`config.mk`:
```
export PLATFORM = sky130hd
export DESIGN_NAME = imgproc_msg_poller
export DESIGN_NICKNAME = d
export VERILOG_FILES = /design/src/rtl/imgproc_msg_poller.sv
export SDC_FILE = /design/constraint.sdc
export NUM_CORES = 1
export LEC_CHECK = 0
export CAP_MARGIN = 20
export CORE_AREA = 2 2 94 96
export DETAILED_ROUTE_END_ITERATION = 10
export DIE_AREA = 0 0 96 98
export PLACE_DENSITY_LB_ADDON = 0.1
export SYNTH_ARGS = -nofsm -noshare
export SYNTH_HDL_FRONTEND = slang
export SYNTH_SLANG_ARGS = --single-unit
export TNS_END_PERCENT = 100
```
`constraint.sdc`:
```
create_clock -name clk -period 1.9 [get_ports clk]
set_input_delay 0.285 -clock clk [delete_from_list [all_inputs] [get_ports clk]]
set_output_delay 0.285 -clock clk [all_outputs]
set_load 0.005 [all_outputs]
```
`src/rtl/imgproc_msg_poller.sv`:
```
// imgproc_msg_poller: polls an MM message mailbox and emits bounding boxes.
module imgproc_msg_poller #(
   parameter int unsigned POLL_INTERVAL = 1024,
   parameter logic [23:0] BB_COL_INIT   = 24'hFF00FF,
   parameter logic [31:0] MSG_ID        = 32'h00524242
) (
   input  logic        clk,
   input  logic        reset_n,
   input  logic        enable,
   output logic        m_chipselect,
   output logic        m_read,
   output logic        m_write,
   output logic [2:0]  m_address,
   output logic [31:0] m_writedata,
   input  logic [31:0] m_readdata,
   output logic        bb_valid,
   input  logic        bb_ready,
   output logic [10:0] bb_xmin,
   output logic [10:0] bb_ymin,
   output logic [10:0] bb_xmax,
   output logic [10:0] bb_ymax,
   output logic        resync
);
   localparam logic [3:0] CFG = 4'd0, IDLE = 4'd1, RD_STAT = 4'd2, CAP_STAT = 4'd3,
                          RD_W0 = 4'd4, CAP_W0 = 4'd5, RD_W1 = 4'd6, CAP_W1 = 4'd7,
                          RD_W2 = 4'd8, CAP_W2 = 4'd9, FLUSH = 4'd10, OUT = 4'd11;
   localparam logic [15:0] CNT_INIT = 16'(POLL_INTERVAL - 1);

   logic [3:0]  state_q, state_d;
   logic [15:0] cnt_q, cnt_d;
   logic        m_read_q, m_read_d, m_write_q, m_write_d;
   logic [2:0]  m_address_q, m_address_d;
   logic [31:0] m_writedata_q, m_writedata_d;
   logic        bb_valid_q, bb_valid_d, resync_q, resync_d;
   logic [10:0] xmin_q, xmin_d, ymin_q, ymin_d, xmax_q, xmax_d, ymax_q, ymax_d;

   always_comb begin
      state_d = state_q;
      cnt_d   = state_q != IDLE ? CNT_INIT : (cnt_q != 16'd0 ? cnt_q - 16'd1 : cnt_q);
      case (state_q)
         CFG:      state_d = m_write_q ? IDLE : CFG;
         IDLE:     state_d = (cnt_q == 16'd0 && enable) ? RD_STAT : IDLE;
         RD_STAT:  state_d = CAP_STAT;
         CAP_STAT: state_d = m_readdata[15:8] >= 8'd3 ? RD_W0 : IDLE;
         RD_W0:    state_d = CAP_W0;
         CAP_W0:   state_d = m_readdata == MSG_ID ? RD_W1 : FLUSH;
         RD_W1:    state_d = CAP_W1;
         CAP_W1:   state_d = RD_W2;
         RD_W2:    state_d = CAP_W2;
         CAP_W2:   state_d = OUT;
         FLUSH:    state_d = IDLE;
         OUT:      state_d = bb_ready ? IDLE : OUT;
         default:  state_d = CFG;
      endcase
      // MM outputs are registered from the next state so each strobe lines up with its state
      m_read_d      = state_d inside {RD_STAT, RD_W0, RD_W1, RD_W2};
      m_write_d     = state_d inside {CFG, FLUSH};
      m_address_d   = state_d == CFG ? 3'd3 : (state_d inside {RD_W0, RD_W1, RD_W2} ? 3'd1 : 3'd0);
      m_writedata_d = state_d == CFG ? {8'h00, BB_COL_INIT} : (state_d == FLUSH ? 32'h00000010 : 32'd0);
      resync_d      = state_d == FLUSH;
      bb_valid_d    = state_d == OUT;
      xmin_d        = state_q == CAP_W1 ? m_readdata[26:16] : xmin_q;
      ymin_d        = state_q == CAP_W1 ? m_readdata[10:0]  : ymin_q;
      xmax_d        = state_q == CAP_W2 ? m_readdata[26:16] : xmax_q;
      ymax_d        = state_q == CAP_W2 ? m_readdata[10:0]  : ymax_q;
   end

   always_ff @(posedge clk or negedge reset_n)
      if (!reset_n) begin
         state_q       <= CFG;
         cnt_q         <= CNT_INIT;
         m_read_q      <= 1'b0;
         m_write_q     <= 1'b0;
         m_address_q   <= 3'd0;
         m_writedata_q <= 32'd0;
         resync_q      <= 1'b0;
         bb_valid_q    <= 1'b0;
         xmin_q        <= 11'd0;
         ymin_q        <= 11'd0;
         xmax_q        <= 11'd0;
         ymax_q        <= 11'd0;
      end else begin
         state_q       <= state_d;
         cnt_q         <= cnt_d;
         m_read_q      <= m_read_d;
         m_write_q     <= m_write_d;
         m_address_q   <= m_address_d;
         m_writedata_q <= m_writedata_d;
         resync_q      <= resync_d;
         bb_valid_q    <= bb_valid_d;
         xmin_q        <= xmin_d;
         ymin_q        <= ymin_d;
         xmax_q        <= xmax_d;
         ymax_q        <= ymax_d;
      end

   assign m_chipselect = m_read_q | m_write_q;
   assign m_read       = m_read_q;
   assign m_write      = m_write_q;
   assign m_address    = m_address_q;
   assign m_writedata  = m_writedata_q;
   assign resync       = resync_q;
   assign bb_valid     = bb_valid_q;
   assign bb_xmin      = xmin_q;
   assign bb_ymin      = ymin_q;
   assign bb_xmax      = xmax_q;
   assign bb_ymax      = ymax_q;
endmodule
```
# --- Word-level counts from Yosys, hierarchy flattened ---
# Cells that the tools add are included.
word_totals:
  ff_bits: 94
  output_inout_bits: 84
  input_bits: 36
  word_cells: 55
op_classes:
  n_eq_ne: 19
  magnitude_cmp: 1
  bitwise_logic: 1
  add_sub_neg: 1
  n_mux: 12
  n_reduce_logical: 9
op_table:
  columns: ["operator", "count"]
  rows:
  - ["case mux 4 bit (12 select lines)", 1]
  - ["equality test 32 x 23 -> 1 bit (second input constant)", 1]
  - ["2-to-1 mux 16 bit", 2]
  - ["equality test 4 bit (second input constant)", 7]
  - ["equality test 4 x 3 -> 1 bit (second input constant)", 6]
  - ["2-to-1 mux 24 bit", 1]
  - ["logical NOT 16 bit", 1]
  - ["nonzero test 16 bit", 1]
  - ["subtractor 16 x 1 -> 16 bit (second input constant)", 1]
  - ["equality test 4 x 2 -> 1 bit (second input constant)", 3]
  - ["greater-or-equal comparator 8 x 2 -> 1 bit (second input constant)", 1]
  - ["logical NOT 4 bit", 2]
  - ["2-to-1 mux 4 bit", 2]
  - ["2-to-1 mux 5 bit", 1]
  - ["equality test 4 x 1 -> 1 bit (second input constant)", 1]
  - ["2-to-1 mux 2 bit", 2]
  - ["inequality test 4 x 1 -> 1 bit (second input constant)", 1]
  - ["nonzero test 2 bit", 2]
  - ["nonzero test 4 bit", 1]
  - ["2-to-1 mux 3 bit", 1]
  - ["nonzero test 3 bit", 1]
  - ["2-to-1 mux 1 bit", 2]
  - ["logical AND 1 bit", 1]
  - ["bitwise OR 1 bit", 1]

# --- Logic depth before layout (Yosys ltp) ---
logic_depth:
  ltp_word: 8
  mapped_depth: 8
  depth_no_buf: 7

# --- Worst setup path before layout ---
# OpenSTA, ideal clock, no wires.
synth_path:
  path_kind: "register to register"
  from: "register cnt_q[0]"
  to: "register cnt_q[14]"
  t_arrival_ns: 1.777
  setup_ns: 0.127
  path_buffers: 0
  required_ns: 1.773
  period_less_slack_ns: 1.904
  path_stages_with_launch: 8
  setup_slack_ns: -0.004
  cell_sequence: "dfstp_2 > inv_1 > ha_1 > or4b_2 > o311ai_4 > nor4_1 > xnor2_1 > nor2_1"
synth_via:
  elab_chain_cells: 3
  word_cells_on_any_way: 5
  classes_between: "add/sub (1); mux (2); reduce/logical (2)"
synth_lines:
  columns: ["element", "line_no", "source"]
  rows:
  - ["start: declaration", "30", "logic [15:0] cnt_q, cnt_d;"]
  - ["start signal: assignment", "84", "cnt_q <= cnt_d;"]
  - ["subtractor 16 x 1 -> 16 bit", "39", "cnt_d = state_q != IDLE ? CNT_INIT : (cnt_q != 16'd0 ? cnt_q - 16'd1 : cnt_q);"]
  - ["2-to-1 mux 16 bit (2 in series)", "39", null]
# Several ways; a longest one is shown, not always the timed one. The select of a mux whose other input is x is not followed.
# A chain may end at the register's enable or synchronous reset.

# --- Worst setup path after layout ---
layout_path:
  from: "input m_readdata[10]"
  to: "register m_writedata_q[4] (netlist: m_writedata[4])"
layout_via:
  elab_chain_cells: 6
  word_cells_on_any_way: 9
  classes_between: "order compare (1); eq/ne (2); mux (5); reduce/logical (1)"
layout_lines:
  columns: ["element", "line_no", "source"]
  rows:
  - ["start: declaration", "15", "input logic [31:0] m_readdata,"]
  - ["greater-or-equal comparator 8 x 2 -> 1 bit or equality test 32 x 23 -> 1 bit (tied branches)", "44, 46", null]
  - ["2-to-1 mux 3 bit or 2-to-1 mux 4 bit (tied branches)", "44, 46", null]
  - ["case mux 4 bit (12 select lines) (*)", "40", "case (state_q)"]
  - ["equality test 4 bit", "59", "m_writedata_d = state_d == CFG ? {8'h00, BB_COL_INIT} : (state_d == FLUSH ? 32'h00000010 : 32'd0);"]
  - ["2-to-1 mux 5 bit", "59", null]
  - ["2-to-1 mux 24 bit (*)", "59", null]
  - ["end signal: assignment", "88", "m_writedata_q <= m_writedata_d;"]
  - ["end: declaration", "33", "logic [31:0] m_writedata_q, m_writedata_d;"]
# Mark *: on every way between the ends. The rest lies on a longest branch, timed or not.

==> results.md <==
- Max Cap Viol: 0
- Worst setup EP type: flip-flop
- Final min period: around 1.9 ns
- Number of diodes: 0
- PD cells: 610 nW/µm²
- Final wirelength: 7.98 mm
- Vias in the first global route: 2557
- Sequential-to-total area share from yosys stat: 0.529
- Die Width: between 90 and 100 µm
- Cells after Synth: approximately 280
- Root Buffer: clkbuf_8
- Final GP Congestion: 0.773
- Core ar.: 8470 µm²
- Avg Cell Area, Syn: 12.0 µm²
- Worst flop-to-flop path endpoint: cnt_q[15]
- Final HPWL DP: 5.56 mm
- Clk_lat worst skew: 0.35 ns
- ANT nets after route: 0
- DRC violations left: 0
- R2R depth: 6
- Static Leak: 0.00225 µW
- GR Overflow Total: 0
- Reg2reg setup slack: about 0.04 ns
- Rows: 34
- Cell Count, Final, Fillers Out: 534
- Starting Density: 0.394
- Die Area: 9410 µm²
- Most frequent cells in the layout: clkdlybuf4s50_1, dfrtp_1, buf_4
- Worst vdd ir: 0.314 mV
- Fraction of layout cells with a size suffix above 1: 0.359
- R2R Path Start: cnt_q[8]
- Critical Path RT: 2.16 ns
- Fin Clk Skew: 0.00769 ns
- Final Max Slew Viols: 0
- Pwr Total: 3090 µW
- Slowest stage delay, CP: 0.43 ns
- Area Growth Syn to Fin: 52.2%
- Hold Crit Class: in -> async
- Largest net degree at the start of global routing: 71
- Netlist cell types: 40
- Min Hold Slack: approximately 0.5 ns
- Mapped cell area: 3330 µm²
- DRT iter0 DRCs: 43
- Clock sinks: 70
- Crit-path max FO: 4
- Final setup violation count: 0
- CP cell instances: clkdlybuf4s50_1 > or2_4 > or4_4 > nor3_1 > o211ai_1 > o31ai_1
- Synth Warn #: 0
- Crit Path Category: in -> reg
- Initial antenna violation count: 0
- WL/cell: 14.9 µm
- Vias/cell: 4.79
- CTS H-tree lvls: 3
- Fin crit share: 0.982
- Worst endpoint data arrival time: 2.12 ns
- TritonCTS clock tree: done
- RSZ-0062 raised after global routing: yes
- Fmax: ~540 MHz
- Global-route usage over all layers: 0.175
- Yosys reg bits: 70
- CP delay by family, top: simple AND/OR/NAND/NOR gates
- # nets final: 459
- Crit path buf inv count: 1
- Global-route wire length before repair: roughly 13 mm
- Num CTS Buffers: 9
- Crit path launch type: primary input
- Outcome: completed
- Setup TNS: 0 ns
- Via count: 2559
- Clock transition at path regs: 0.08 ns
- DRT Pass-1 Iters: 4
- Port bufs: ~100
- CP max stage cell: or4_4
- IO Pins: 120
- Vert. Die Dim: around 98 µm
- Hold Vio Cnt, Final: 0
- CTS Buffer Depth: 2
- Post-Place Cells: 512
- Most common library cell in the layout ignoring fill and taps: clkdlybuf4s50_1
[power by group]
group	switching [µW]	internal (µW)
clock network	550	772
registers	12.4	1510
logic	88.9	155
total	652	2440
[state kept, by name, summed over array words and instances, names as in the netlist]
register,count
bb_valid,1
m_writedata,2
bb_xmax,11
state_q,4
cnt_q,16
bb_ymax,11
m_address,1
bb_xmin,11
bb_ymin,11
m_read,1
resync,1
[repair_timing]
action                                 in CTS  in global routing
gates resized for setup                    10                 17
buffers inserted                            3                  3
setup endpoints to repair                  11                 29
endpoints found under the hold margin      60                  0
pin swaps                                   2                 11
hold buffers                                1                  0
[cells by family (layout without fill, tap and decap cells)]
family,Yosys count,after routing,synth area share
simple gates,81,81,0.145
xor+xnor,13,13,0.0342
compound gates,18,18,0.0420
flops,70,70,0.529
other cells,1,17,0.00113
fa+ha+maj,2,2,0.00751
mux,44,44,0.149
buf+inv,49,181,0.0927
[per-layer routing]
layer,global-route usage,part of all wire,vias up
li1,-,-,1226
met1,0.234,0.43,1241
met2,0.257,0.47,83
met3,0.0656,0.084,9
met4,0.0692,0.015,0
met5,0,0,-
[Yosys cell counts]
| cell type | instances | area (µm²) |
|---|---|---|
| mux2_2 | 44 | 495 |
| nor3_1 | 6 | 30.0 |
| nand3b_1 | 1 | 7.51 |
| o211ai_1 | 1 | 7.51 |
| o221ai_1 | 1 | 8.76 |
| nor4b_1 | 3 | 26.3 |
| o21bai_1 | 1 | 7.51 |
| o21ai_0 | 5 | 25.0 |
| a31oi_1 | 2 | 12.5 |
| a21boi_0 | 1 | 7.51 |
| xor2_1 | 8 | 70.1 |
| dfrtp_1 | 60 | 1500 |
| or2_2 | 4 | 25.0 |
| nand4bb_1 | 1 | 11.3 |
| nand4_1 | 8 | 50.1 |
| conb_1 | 1 | 3.75 |
| or4_1 | 3 | 22.5 |
| o311ai_4 | 1 | 26.3 |
| or3_1 | 1 | 6.26 |
| nor4bb_1 | 4 | 40.0 |
| nand2b_1 | 3 | 18.8 |
| nand3_1 | 4 | 20.0 |
| or3_2 | 1 | 7.51 |
| inv_1 | 7 | 26.3 |
| nand2_1 | 13 | 48.8 |
| nand4b_1 | 1 | 8.76 |
| dfstp_2 | 10 | 263 |
| nor4_1 | 9 | 56.3 |
| and4_1 | 1 | 8.76 |
| nor3_2 | 2 | 20.0 |
| xnor2_1 | 5 | 43.8 |
| a211oi_1 | 3 | 22.5 |
| ha_1 | 2 | 25.0 |
| o31ai_1 | 3 | 22.5 |
| buf_2 | 1 | 5.00 |
| nor2_1 | 14 | 52.6 |
| buf_4 | 33 | 248 |
| or4b_2 | 1 | 10.0 |
| or3_4 | 1 | 11.3 |
| clkbuf_1 | 8 | 30.0 |
[worst max-delay path by stage]
stage / startpoint / to / slack [ns] / depth (start not counted)
2_1_floorplan: cnt_q[5] / cnt_q[11] / 0.03 / 6
4_1_cts: cnt_q[0] / m_writedata[4] / -0.03 / 9
3_5_place_dp: m_readdata[10] / m_writedata[4] / -0.37 / 8
5_1_grt: cnt_q[1] / m_writedata[4] / -0.10 / 7
3_3_place_gp: m_readdata[10] / m_writedata[4] / -0.33 / 8
6_report: m_readdata[10] / m_writedata[4] / 0.03 / 6
[stage by stage]
step / area (µm²) / util / worst slack, ns
4_1_cts: 4950 / 0.585 / -0.0324
5_1_grt: 5070 / 0.599 / -0.101
6_report: 5070 / 0.599 / 0.0334
3_3_place_gp: 4670 / 0.551 / -0.326
2_1_floorplan: 3400 / - / 0.0350
3_5_place_dp: 4670 / 0.551 / -0.373
[worst reg2reg max path: stages, from the launching register on]
cell     delay, ns
dfstp_2       0.39
or4_4         0.58
buf_6         0.16
nor4_4        0.19
nand4_1       0.15
xor2_1        0.20
nor2_1        0.12
[final cells by class]
| cell class | instances | area (µm²) |
|---|---|---|
| fill | 701 | 3390 |
| inverter | 7 | 26.3 |
| clock inverter | 4 | 70.1 |
| multi-input combinational | 175 | 1450 |
| clock buffer | 12 | 145 |
| sequential | 70 | 1760 |
| timing repair buffer | 158 | 1480 |
| tap | 108 | 135 |
(Power assumes the default switching activity.)
